`src/rtl/stop_result_writer_if.sv`:
```
// Result-stream and BRAM write-port bundle for stop_result_writer.
interface stop_result_writer_if #(
  parameter int IN_DATA_WITDH = 8,
  parameter int ADDR_WIDTH    = 32
);
  logic                       i_start;
  logic [ADDR_WIDTH-1:0]      i_base_addr;
  logic                       i_valid;
  logic [2*IN_DATA_WITDH-1:0] i_result0;
  logic [2*IN_DATA_WITDH-1:0] i_result1;
  logic                       o_bram_en;
  logic [3:0]                 o_bram_we;
  logic [ADDR_WIDTH-1:0]      o_bram_addr;
  logic [31:0]                o_bram_wdata;
  logic                       o_busy;
  logic                       o_done;
  logic                       o_err;

  modport master (
    output i_start, i_base_addr, i_valid,
    output i_result0, i_result1,
    input  o_bram_en, o_bram_we, o_bram_addr,
    input  o_bram_wdata, o_busy, o_done, o_err
  );

  modport slave (
    input  i_start, i_base_addr, i_valid,
    input  i_result0, i_result1,
    output o_bram_en, o_bram_we, o_bram_addr,
    output o_bram_wdata, o_busy, o_done, o_err
  );
endinterface

```
`src/rtl/stop_result_writer.sv`:
```
// Packs block-multiply result beats into 32-bit words and
// streams them to a BRAM port at consecutive byte addresses.
module stop_result_writer #(
  parameter int IN_DATA_WITDH = 8,
  parameter int BLOCK_SIZE    = 16,
  parameter int ADDR_WIDTH    = 32
) (
  input  logic                  clk,
  input  logic                  reset,
  stop_result_writer_if.slave   bus
);
  localparam int BEATS = BLOCK_SIZE * BLOCK_SIZE / 2;
  localparam int CW    = $clog2(BEATS) + 1;

  typedef enum logic {
    IDLE,
    RUN
  } state_t;

  state_t                r_state;
  logic [CW-1:0]         r_cnt;
  logic [ADDR_WIDTH-1:0] r_ptr;
  logic                  r_en;
  logic [3:0]            r_we;
  logic [ADDR_WIDTH-1:0] r_addr;
  logic [31:0]           r_wdata;
  logic                  r_busy;
  logic                  r_done;
  logic                  r_err;
  logic                  w_last;

  assign w_last = (r_cnt == CW'(BEATS - 1));

  always_ff @(posedge clk) begin
    if (reset) begin
      r_state <= IDLE;
      r_cnt   <= '0;
      r_ptr   <= '0;
      r_en    <= 1'b0;
      r_we    <= 4'h0;
      r_addr  <= '0;
      r_wdata <= '0;
      r_busy  <= 1'b0;
      r_done  <= 1'b0;
      r_err   <= 1'b0;
    end else begin
      r_en   <= 1'b0;
      r_we   <= 4'h0;
      r_done <= 1'b0;
      unique case (r_state)
        IDLE: begin
          if (bus.i_start) begin
            r_ptr   <= bus.i_base_addr;
            r_cnt   <= '0;
            r_err   <= 1'b0;
            r_busy  <= 1'b1;
            r_state <= RUN;
          end else if (bus.i_valid) begin
            r_err <= 1'b1;
          end
        end
        RUN: begin
          if (bus.i_valid) begin
            r_en    <= 1'b1;
            r_we    <= 4'hF;
            r_addr  <= r_ptr;
            r_wdata <= {bus.i_result1, bus.i_result0};
            r_ptr   <= r_ptr + ADDR_WIDTH'(4);
            r_cnt   <= r_cnt + 1'b1;
            // final beat: done rides with its write
            if (w_last) begin
              r_done  <= 1'b1;
              r_busy  <= 1'b0;
              r_state <= IDLE;
            end
          end
        end
        default: r_state <= IDLE;
      endcase
    end
  end

  assign bus.o_bram_en    = r_en;
  assign bus.o_bram_we    = r_we;
  assign bus.o_bram_addr  = r_addr;
  assign bus.o_bram_wdata = r_wdata;
  assign bus.o_busy       = r_busy;
  assign bus.o_done       = r_done;
  assign bus.o_err        = r_err;
endmodule

```
`src/flat_wrapper.sv`:
```
// flat-port wrapper written by rule: the top's interface ports become plain ports
module stop_result_writer_flat 
#(
  parameter int IN_DATA_WITDH = 8,
  parameter int BLOCK_SIZE    = 16,
  parameter int ADDR_WIDTH    = 32
)
  (clk, reset, bus_i_start, bus_i_base_addr, bus_i_valid, bus_i_result0, bus_i_result1, bus_o_bram_en, bus_o_bram_we, bus_o_bram_addr, bus_o_bram_wdata, bus_o_busy, bus_o_done, bus_o_err);
  stop_result_writer_if #(.IN_DATA_WITDH(IN_DATA_WITDH), .ADDR_WIDTH(ADDR_WIDTH)) bus_i ();
  input  logic clk;
  input  logic reset;
  input wire logic [$bits(bus_i.i_start)-1:0] bus_i_start;
  input wire logic [$bits(bus_i.i_base_addr)-1:0] bus_i_base_addr;
  input wire logic [$bits(bus_i.i_valid)-1:0] bus_i_valid;
  input wire logic [$bits(bus_i.i_result0)-1:0] bus_i_result0;
  input wire logic [$bits(bus_i.i_result1)-1:0] bus_i_result1;
  output wire logic [$bits(bus_i.o_bram_en)-1:0] bus_o_bram_en;
  output wire logic [$bits(bus_i.o_bram_we)-1:0] bus_o_bram_we;
  output wire logic [$bits(bus_i.o_bram_addr)-1:0] bus_o_bram_addr;
  output wire logic [$bits(bus_i.o_bram_wdata)-1:0] bus_o_bram_wdata;
  output wire logic [$bits(bus_i.o_busy)-1:0] bus_o_busy;
  output wire logic [$bits(bus_i.o_done)-1:0] bus_o_done;
  output wire logic [$bits(bus_i.o_err)-1:0] bus_o_err;
  assign bus_i.i_start = bus_i_start;
  assign bus_i.i_base_addr = bus_i_base_addr;
  assign bus_i.i_valid = bus_i_valid;
  assign bus_i.i_result0 = bus_i_result0;
  assign bus_i.i_result1 = bus_i_result1;
  assign bus_o_bram_en = bus_i.o_bram_en;
  assign bus_o_bram_we = bus_i.o_bram_we;
  assign bus_o_bram_addr = bus_i.o_bram_addr;
  assign bus_o_bram_wdata = bus_i.o_bram_wdata;
  assign bus_o_busy = bus_i.o_busy;
  assign bus_o_done = bus_i.o_done;
  assign bus_o_err = bus_i.o_err;
  stop_result_writer #(.IN_DATA_WITDH(IN_DATA_WITDH), .BLOCK_SIZE(BLOCK_SIZE), .ADDR_WIDTH(ADDR_WIDTH)) u_core (.clk(clk), .reset(reset), .bus(bus_i));
endmodule
```
`config.mk`:
```
export PLATFORM = sky130hd
export DESIGN_NAME = stop_result_writer_flat
export DESIGN_NICKNAME = d
export VERILOG_FILES = /design/src/rtl/stop_result_writer_if.sv /design/src/rtl/stop_result_writer.sv /design/src/flat_wrapper.sv
export SDC_FILE = /design/constraint.sdc
export NUM_CORES = 1
export LEC_CHECK = 0
export ABC_AREA = 1
export BUFFER_PORTS_ARGS = -buffer_cell sky130_fd_sc_hd__buf_2
export CAP_MARGIN = 20
export CORE_MARGIN = 2
export CORE_UTILIZATION = 53
export CTS_CLUSTER_SIZE = 8
export DETAILED_ROUTE_END_ITERATION = 10
export GPL_ROUTABILITY_DRIVEN = 0
export PLACE_DENSITY = 0.81
export RECOVER_POWER = 50
export SYNTH_ARGS = -nofsm -noshare
export SYNTH_HDL_FRONTEND = slang
export SYNTH_SLANG_ARGS = --single-unit
```
`constraint.sdc`:
```
create_clock -name clk -period 1.8 [get_ports clk]
set_clock_uncertainty 0.05 [all_clocks]
set_input_delay 0.18 -clock clk [delete_from_list [all_inputs] [get_ports clk]]
set_output_delay 0.18 -clock clk [all_outputs]
set_load 0.02 [all_outputs]
```
==> Word level (Yosys, flattened, before mapping) <==
Cells that the tools add are included.
{ "word_totals": {"ff_bits": 113, "latch_bits": 0, "mem_bits_rw": 0, "romBits": 0, "inputBits": 68, "output_inout_bits": 72, "word_cells": 44, "mem_count": 0} }
{ "classes": {"add_sub_neg": 2, "n_mul": 0, "div": 0, "magnitude_cmp": 0, "eq_ne": 4, "shift": 0, "muxes": 19, "n_bitwise": 2, "n_reduce_logical": 7} }
{ "op_table": {"columns": ["cell", "count"], "rows": [
  ["$mux W32", 2],
  ["$pmux W32 S2", 1],
  ["$add A32 B3 Y32 const B", 1],
  ["$mux W8", 2],
  ["$pmux W8 S2", 1],
  ["$mux W1", 10],
  ["$add A8 B1 Y8 const B", 1],
  ["$eq A8 B7 Y1 const B", 1],
  ["$ne A2 B2 Y1 const B", 3],
  ["$reduce_and A2 Y1", 3],
  ["$mux W4", 1],
  ["$pmux W1 S2", 2],
  ["$reduce_and A3 Y1", 1],
  ["$reduce_or A3 Y1", 1],
  ["$not A1 Y1", 2],
  ["$reduce_bool A2 Y1", 1],
  ["$reduce_or A2 Y1", 1]
]} }

==> Logic depth before layout (Yosys ltp) <==
Gate-level depths: netlist (run 1).
{ "logic_depth": {"ltp_word": 4, "depth_mapped": 10, "ltp_nobuf": 10} }

==> Least setup slack after synthesis (run 1) <==
No wires, ideal clock.
{ "synth_timing": {"kind": "register to register", "startpoint": "reg u_core.r_ptr[3]", "endpoint": "reg u_core.r_ptr[26]", "setup_time_ns": 0.120, "arrival_ns": 1.277, "required_time_ns": 1.630, "slack_ns": 0.352, "stages_incl_launch_ff": 11, "path_buffers": 0, "period_less_slack_ns": 1.448, "path_cell_list": "dfxtp_1 ha_1 nand2_2 nor2_4 nand2_4 nor2_8 nand2_1 nand2_1 nand3_1 nand2_1 a21oi_2"} }
{ "synth_via": {"elab_chain_cells": 3} }
{ "synth_lines": {"columns": ["element", "line", "source"], "rows": [
  ["start, declared", "stop_result_writer.sv:22", "logic [ADDR_WIDTH-1:0] r_ptr;"],
  ["start signal, assigned", "stop_result_writer.sv:53", "r_ptr <= bus.i_base_addr;"],
  ["start signal, assigned", "stop_result_writer.sv:68", "r_ptr <= r_ptr + ADDR_WIDTH'(4);"],
  ["$add A32 B3 Y32", "stop_result_writer.sv:68", null],
  ["$mux W32", "stop_result_writer.sv:63", "if (bus.i_valid) begin"],
  ["$pmux W32 S2", "stop_result_writer.sv:50", "unique case (r_state)"]
]} }
No other way between the ends. The select of a mux whose other input is x is not followed.
A chain may end at the register's enable or synchronous reset.

==> Worst setup path in the final report (run 1) <==
Ends and elaborated chain as after synthesis.

==> results.toml, run 1 <==
[clocking]
clock_latency_ns = 0.37
cts_sinks = 109
cts_root_buffer = "clkbuf_8"
postCtsSetupRepairBufs = 0
cts_resized = 0
htreeDepth = 3
clkTransAtPathRegs_ns = 0.10
cts_buffer_depth = 2
cts_buffers = 9
tritoncts = "built"

[setup_path]
critPathLaunchType = "flip-flop"
r2r_slack_ns = 0.14
path_max_fanout = 6
r2r_end = "u_core.r_ptr[26]$_SDFFE_PP0P_"
arrival_ns = 1.87
rr_startpoint = "u_core.r_ptr[3]$_SDFFE_PP0P_"
crit_type = "flip-flop to flip-flop"
ff2ff_path_depth = 10
end_kind = "flip-flop"
cp.required_ns = 2.01

[timing]
fin_crit_sh_pct = 92.0
maxSlewHeadroom_pct = 68.3
fin_ws_ns = 0.144
final.min_clock_period_ns = 1.66
fin_setup_tns_ns = 0
worstMarginPinSlew_ns = 0.476
setup_violations = 0
slew_violations = 0
clock.fmax_mhz = 604
rsz0062_at_grt = "false"
hold_viol = 0

[synth]
netlist_top_cells_count = "156 x nor2_1, 124 x nand2_1, 109 x dfxtp_1, 95 x o21ai_0, 44 x inv_1"
synth_area_um2 = 5110
yosys.area.top_type = "dfxtp_1"
synth_cells = 715
yosysSeqAreaShare_pct = 42.7
async_flop_share_pct = 0
synth_edf_count = 0
synth_area_per_cell_um2 = 7.15
ys.flop_type = "dfxtp_1"
synth_fp_nets = 785
synth_top_area_share_pct = 42.7
synthTopCellsByArea = "dfxtp_1 43%, nor2_1 11%, o21ai_0 9.3%"
yosysMostFrequentCell = "nor2_1"
synth_seq_cells = 109
yosysWarnings = 0
synth.distinct_cells = 39

[status]
status = "finished clean"

[power]
pwr-share-clk_pct = 28.4
p_switching_mw = 1.55
cellLeakagePower_nw = 2.51
power_frac_seq_pct = 54.6
powerDensity_nw_per_um2 = 816
ir_drop_v = 0.000370
combPwrFrac_pct = 17.0
intPower_mw = 3.38
swShare_pct = 31.5

[place]
io_buffers = 139
dp_slack_ns = 0.196
hpwl_um = 9980
placed_cells = 956

[route]
met2_wirelength_um = 6790
num_vias = 5237
vias_per_cell = 5.34
highest_layer = "met4"
wl_met1_um = 5890
drc_errors = 0
initialDrtViolationCount = 308
met3_length_um = 1090
wl_per_cell_um = 14.4
ant_nets = 0
first_pass_iters = 5
wirelength_um = 14100

[global_route]
grt_pass1_wl_um = 22300
antenna_found_initial = 0
grt_use_total_pct = 26.7
grt.overflow.total = 0
grt_pass1_vias = 4870
grt_max_degree = 71

[floorplanning]
die_area_um2 = 10500
start_util_pct = 55.1
io_pins = 140
die_x_um = 102
core_area_um2 = 9280
fp-row-count = 35
die_y_um = 102

[layout]
area_growth_pct = 18.1
drive_above_1_share_pct = 15.7
multi_input_area_um2 = 2510
fillCellCount = 874
fin_cells = 981
utilization_pct = 65.1
regArea_um2 = 2180
antenna_cells = 0
nNetsFinal = 917

[min_path]
hold_path_end = "u_core.bus.o_bram_wdata[27]$_SDFFE_PP0P_"
hold_path_class = "primary input to flip-flop"
worstHoldStart = "bus_i_result1[11]"
whs_path_depth = 3

[flow_run]
cap_violations = 0
-- through the flow --
stage                     area, um^2  hold slack, ns  total power [mW]
after floorplan                 5110           0.217              3.28
after global placement          5880           0.357              3.55
after detailed placement        5880           0.364              3.58
after CTS                       6150         0.00183              4.97
after global routing            6040          0.0138              5.18
final                           6040         0.00491              4.93
-- how the worst max path moves through the flow --
stage                                            start                             to  slack, ns  depth (start not counted)
after floorplan           u_core.r_ptr[3]$_SDFFE_PP0P_  u_core.r_ptr[26]$_SDFFE_PP0P_       0.35                         10
after global placement    u_core.r_ptr[3]$_SDFFE_PP0P_  u_core.r_ptr[26]$_SDFFE_PP0P_       0.24                         10
after detailed placement  u_core.r_ptr[3]$_SDFFE_PP0P_  u_core.r_ptr[26]$_SDFFE_PP0P_       0.20                         10
after CTS                 u_core.r_ptr[3]$_SDFFE_PP0P_  u_core.r_ptr[26]$_SDFFE_PP0P_       0.17                         10
after global routing      u_core.r_ptr[3]$_SDFFE_PP0P_  u_core.r_ptr[16]$_SDFFE_PP0P_      0.008                         10
final                     u_core.r_ptr[3]$_SDFFE_PP0P_  u_core.r_ptr[26]$_SDFFE_PP0P_       0.14                         10
-- registers in the layout (all words and copies together) (netlist names) --
| signal | cells |
|---|---|
| u_core.r_ptr | 32 |
| u_core.bus.o_err | 1 |
| u_core.r_state | 1 |
| u_core.r_cnt | 8 |
| u_core.bus.o_done | 1 |
| u_core.bus.o_bram_we | 1 |
| u_core.bus.o_busy | 1 |
| u_core.bus.o_bram_wdata | 32 |
| u_core.bus.o_bram_addr | 32 |
-- area by class of cell --
| type | instances | area share (%) |
|---|---|---|
| inverter | 49 | 3.09 |
| multi-input combinational | 516 | 41.6 |
| timing repair buffer | 162 | 13.5 |
| sequential | 109 | 36.1 |
| clock buffer | 9 | 2.05 |
| clock inverter | 7 | 0.932 |
| tap | 129 | 2.67 |
-- critical path, stage by stage (launching register included) --
cell and delay, ns:
dfxtp_1 0.40, ha_1 0.23, nand2_2 0.08, nor2_4 0.16
nand2_4 0.12, nor2_8 0.16, nand2_1 0.06, nand2_1 0.06
nand3_1 0.06, nand2_1 0.10, a21oi_2 0.05
-- power groups by stage --
| stage | combinational (mW) | sequential, mW | clock, mW |
|---|---|---|---|
| final | 0.838 | 2.69 | 1.40 |
| after floorplan | 0.450 | 2.83 | 0 |
| after detailed placement | 0.842 | 2.74 | 0 |
| after global routing | 0.926 | 2.71 | 1.54 |
| after global placement | 0.819 | 2.73 | 0 |
| after CTS | 0.862 | 2.68 | 1.42 |
-- cells by family after synthesis --
kind of cell,count (synthesis),share of synthesized area [%]
AND/OR/NAND/NOR,356,32.1
AO/OA/AOI/OAI,158,16.7
adder cells (fa/ha/maj),2,0.489
flip-flops,109,42.7
buffers and inverters,90,8.03
-- cell usage in the layout (no fill, tap or decap), types with 2 or more instances in the layout --
cell           count
a21oi_1           41
a21oi_2            7
a31oi_1            3
buf_12             2
buf_2             67
buf_4             10
clkbuf_1          74
clkbuf_8           9
clkinv_1           3
dfxtp_1          109
dlygate4sd3_1      9
ha_1               2
inv_1             43
inv_2              2
inv_6              4
nand2_1          125
nand2_2            2
nand2_4            5
nand3_1           38
nand3_2            2
nand4_1            3
nor2_1           157
nor2_2             2
nor2_4             6
nor2_8             6
nor3_1             3
nor3_2             2
o21ai_0           95
o22ai_1            2
o32ai_1            3
or2_2              3
-- layer usage --
| layer | vias up | GRT usage, % |
|---|---|---|
| met3 | 33 | 4.58 |
| met4 | 0 | 11.0 |
| met1 | 2397 | 33.0 |
| li1 | 2577 | - |
| met5 | - | 0 |
| met2 | 230 | 46.3 |
-- repair_timing --
| action | CTS | global route |
|---|---|---|
| endpoints found under the setup margin | 0 | 0 |
| hold endpoints to repair | 9 | 0 |
| hold buffers | 9 | 0 |
Note: power is estimated with default switching activity, not from simulation.
==> run 2, diff against run 1 <==
Settings changed: RECOVER_POWER 50 to default.
==> run 2 against run 1 <==
Wire length fell by 0.67%; cell count is the same; setup slack worse by 0.015 ns; sequential share of layout area decreased by 0.63 points; non-clock buffer count stayed put; critical endpoint is now u_core.r_ptr[16]$_SDFFE_PP0P_; clock power about the same; count of clock-buffer cells in the layout stayed put; sequential power about the same.
==> results.toml, run 2 (same netlist as run 1, synthesis figures left out) <==
[status]
status = "finished clean"

[flow_run]
cap_violations = 0

[timing]
hold_slack_ns = 0.0105
setup_violations = 0
worstMarginPinSlew_ns = 0.409
fin_setup_tns_ns = 0
clock.fmax_mhz = 599
fin_crit_sh_pct = 92.8
hold_viol = 0
final.min_clock_period_ns = 1.67
slew_violations = 0
rsz0062_at_grt = "false"
maxSlewHeadroom_pct = 72.8

[global_route]
grt.overflow.total = 0
grt_pass1_wl_um = 22300
grt_use_total_pct = 26.7
grt_max_degree = 71
antenna_found_initial = 0
grt_pass1_vias = 4870

[clocking]
tritoncts = "built"
clock_latency_ns = 0.37
cts_sinks = 109
cts_root_buffer = "clkbuf_8"
postCtsSetupRepairBufs = 0
htreeDepth = 3
cts_buffers = 9
cts_buffer_depth = 2
clkTransAtPathRegs_ns = 0.10

[place]
io_buffers = 139
hpwl_um = 9980

[setup_path]
crit_path_frequent_cell = "nand2_1"
cp.required_ns = 2.03
r2r_end = "u_core.r_ptr[16]$_SDFFE_PP0P_"
end_kind = "flip-flop"
rr_startpoint = "u_core.r_ptr[3]$_SDFFE_PP0P_"
arrival_ns = 1.90
cp_num_buf_inv = 1
r2r_slack_ns = 0.13
critPathLaunchType = "flip-flop"
slowest_delay_ns = 0.41
cpMaxStageDelayCell = "dfxtp_1"
cp_cell_sequence = "ha_1, nand2_2, nor2_4, nand2_4, nor2_8, nand3_1, o21ai_0, nand2_1, nand2_1, inv_1"
path_max_fanout = 6
cp_top_family = "simple AND/OR/NAND/NOR gates"
crit_type = "flip-flop to flip-flop"
ff2ff_path_depth = 10

[floorplanning]
start_util_pct = 55.1
fp-row-count = 35
core_area_um2 = 9280
die_y_um = 102
die_area_um2 = 10500
io_pins = 140
die_x_um = 102

[layout]
layout_common_cells = "156 x nor2_1, 139 x buf_2, 124 x nand2_1, 109 x dfxtp_1, 95 x o21ai_0"
utilization_pct = 66.2
final_common_cell = "nor2_1"
antenna_cells = 0
nNetsFinal = 917
area_growth_pct = 20.2
drive_above_1_share_pct = 24.8

[route]
wl_per_cell_um = 14.3
drc_errors = 0
first_pass_iters = 5
initialDrtViolationCount = 331
num_vias = 5222
vias_per_cell = 5.32
ant_nets = 0
wirelength_um = 14100

[min_path]
hold_path_end = "u_core.bus.o_bram_wdata[27]$_SDFFE_PP0P_"
whs_path_depth = 3
worstHoldStart = "bus_i_result1[11]"
hold_path_class = "primary input to flip-flop"

[power]
p_total_mw = 4.95
ir_drop_v = 0.000374
cellLeakagePower_nw = 2.81
powerDensity_nw_per_um2 = 806
[run 2: worst reg2reg max path, cell delays in order (launching register included)]
cell	delay, ns
dfxtp_1	0.41
ha_1	0.24
nand2_2	0.09
nor2_4	0.16
nand2_4	0.11
nor2_8	0.16
nand3_1	0.08
o21ai_0	0.10
nand2_1	0.08
nand2_1	0.06
inv_1	0.04
[run 2: timing repair]
action	CTS	global route
endpoints found under the hold margin	9	0
resized for setup	0	0
hold buffers	9	0
[run 2: worst max path at each step]
stage	start	end	cells past startpoint
final	u_core.r_ptr[3]$_SDFFE_PP0P_	u_core.r_ptr[16]$_SDFFE_PP0P_	10
after global routing	u_core.r_ptr[3]$_SDFFE_PP0P_	u_core.r_ptr[16]$_SDFFE_PP0P_	10
after CTS	u_core.r_ptr[3]$_SDFFE_PP0P_	u_core.r_ptr[26]$_SDFFE_PP0P_	10
after detailed placement	u_core.r_ptr[3]$_SDFFE_PP0P_	u_core.r_ptr[26]$_SDFFE_PP0P_	10
after global placement	u_core.r_ptr[3]$_SDFFE_PP0P_	u_core.r_ptr[26]$_SDFFE_PP0P_	10
after floorplan	u_core.r_ptr[3]$_SDFFE_PP0P_	u_core.r_ptr[26]$_SDFFE_PP0P_	10
[run 2: routing by layer]
layer	GRT usage, %	vias to the layer above	wire (um)
met1	33.0	2392	5800
met4	11.0	0	402
met5	0	-	0
li1	-	2572	-
met2	46.3	226	6750
met3	4.58	32	1100
[run 2: power by group]
part	switching [mW]	total [mW]	internal (mW)	leakage [nW]
registers	0.124	2.69	2.57	0.895
logic	0.550	0.867	0.317	1.83
clock network	0.870	1.39	0.524	0.0910
[run 2: final cells by class]
type / count / area, um^2
Clock buffer: 9 / 124
Fill cell: 827 / 3140
Sequential cell: 109 / 2180
Inverter: 49 / 186
Tap cell: 129 / 161
Clock inverter: 7 / 56.3
Multi-Input combinational cell: 516 / 2520
Timing Repair Buffer: 162 / 916
[run 2: through the flow]
step,worst slack [ns],area (um^2),std cells
after floorplan,0.352,5110,715
after global placement,0.238,5880,956
after detailed placement,0.196,5880,956
after CTS,0.165,6150,981
after global routing,0.00807,6150,981
final,0.130,6150,981
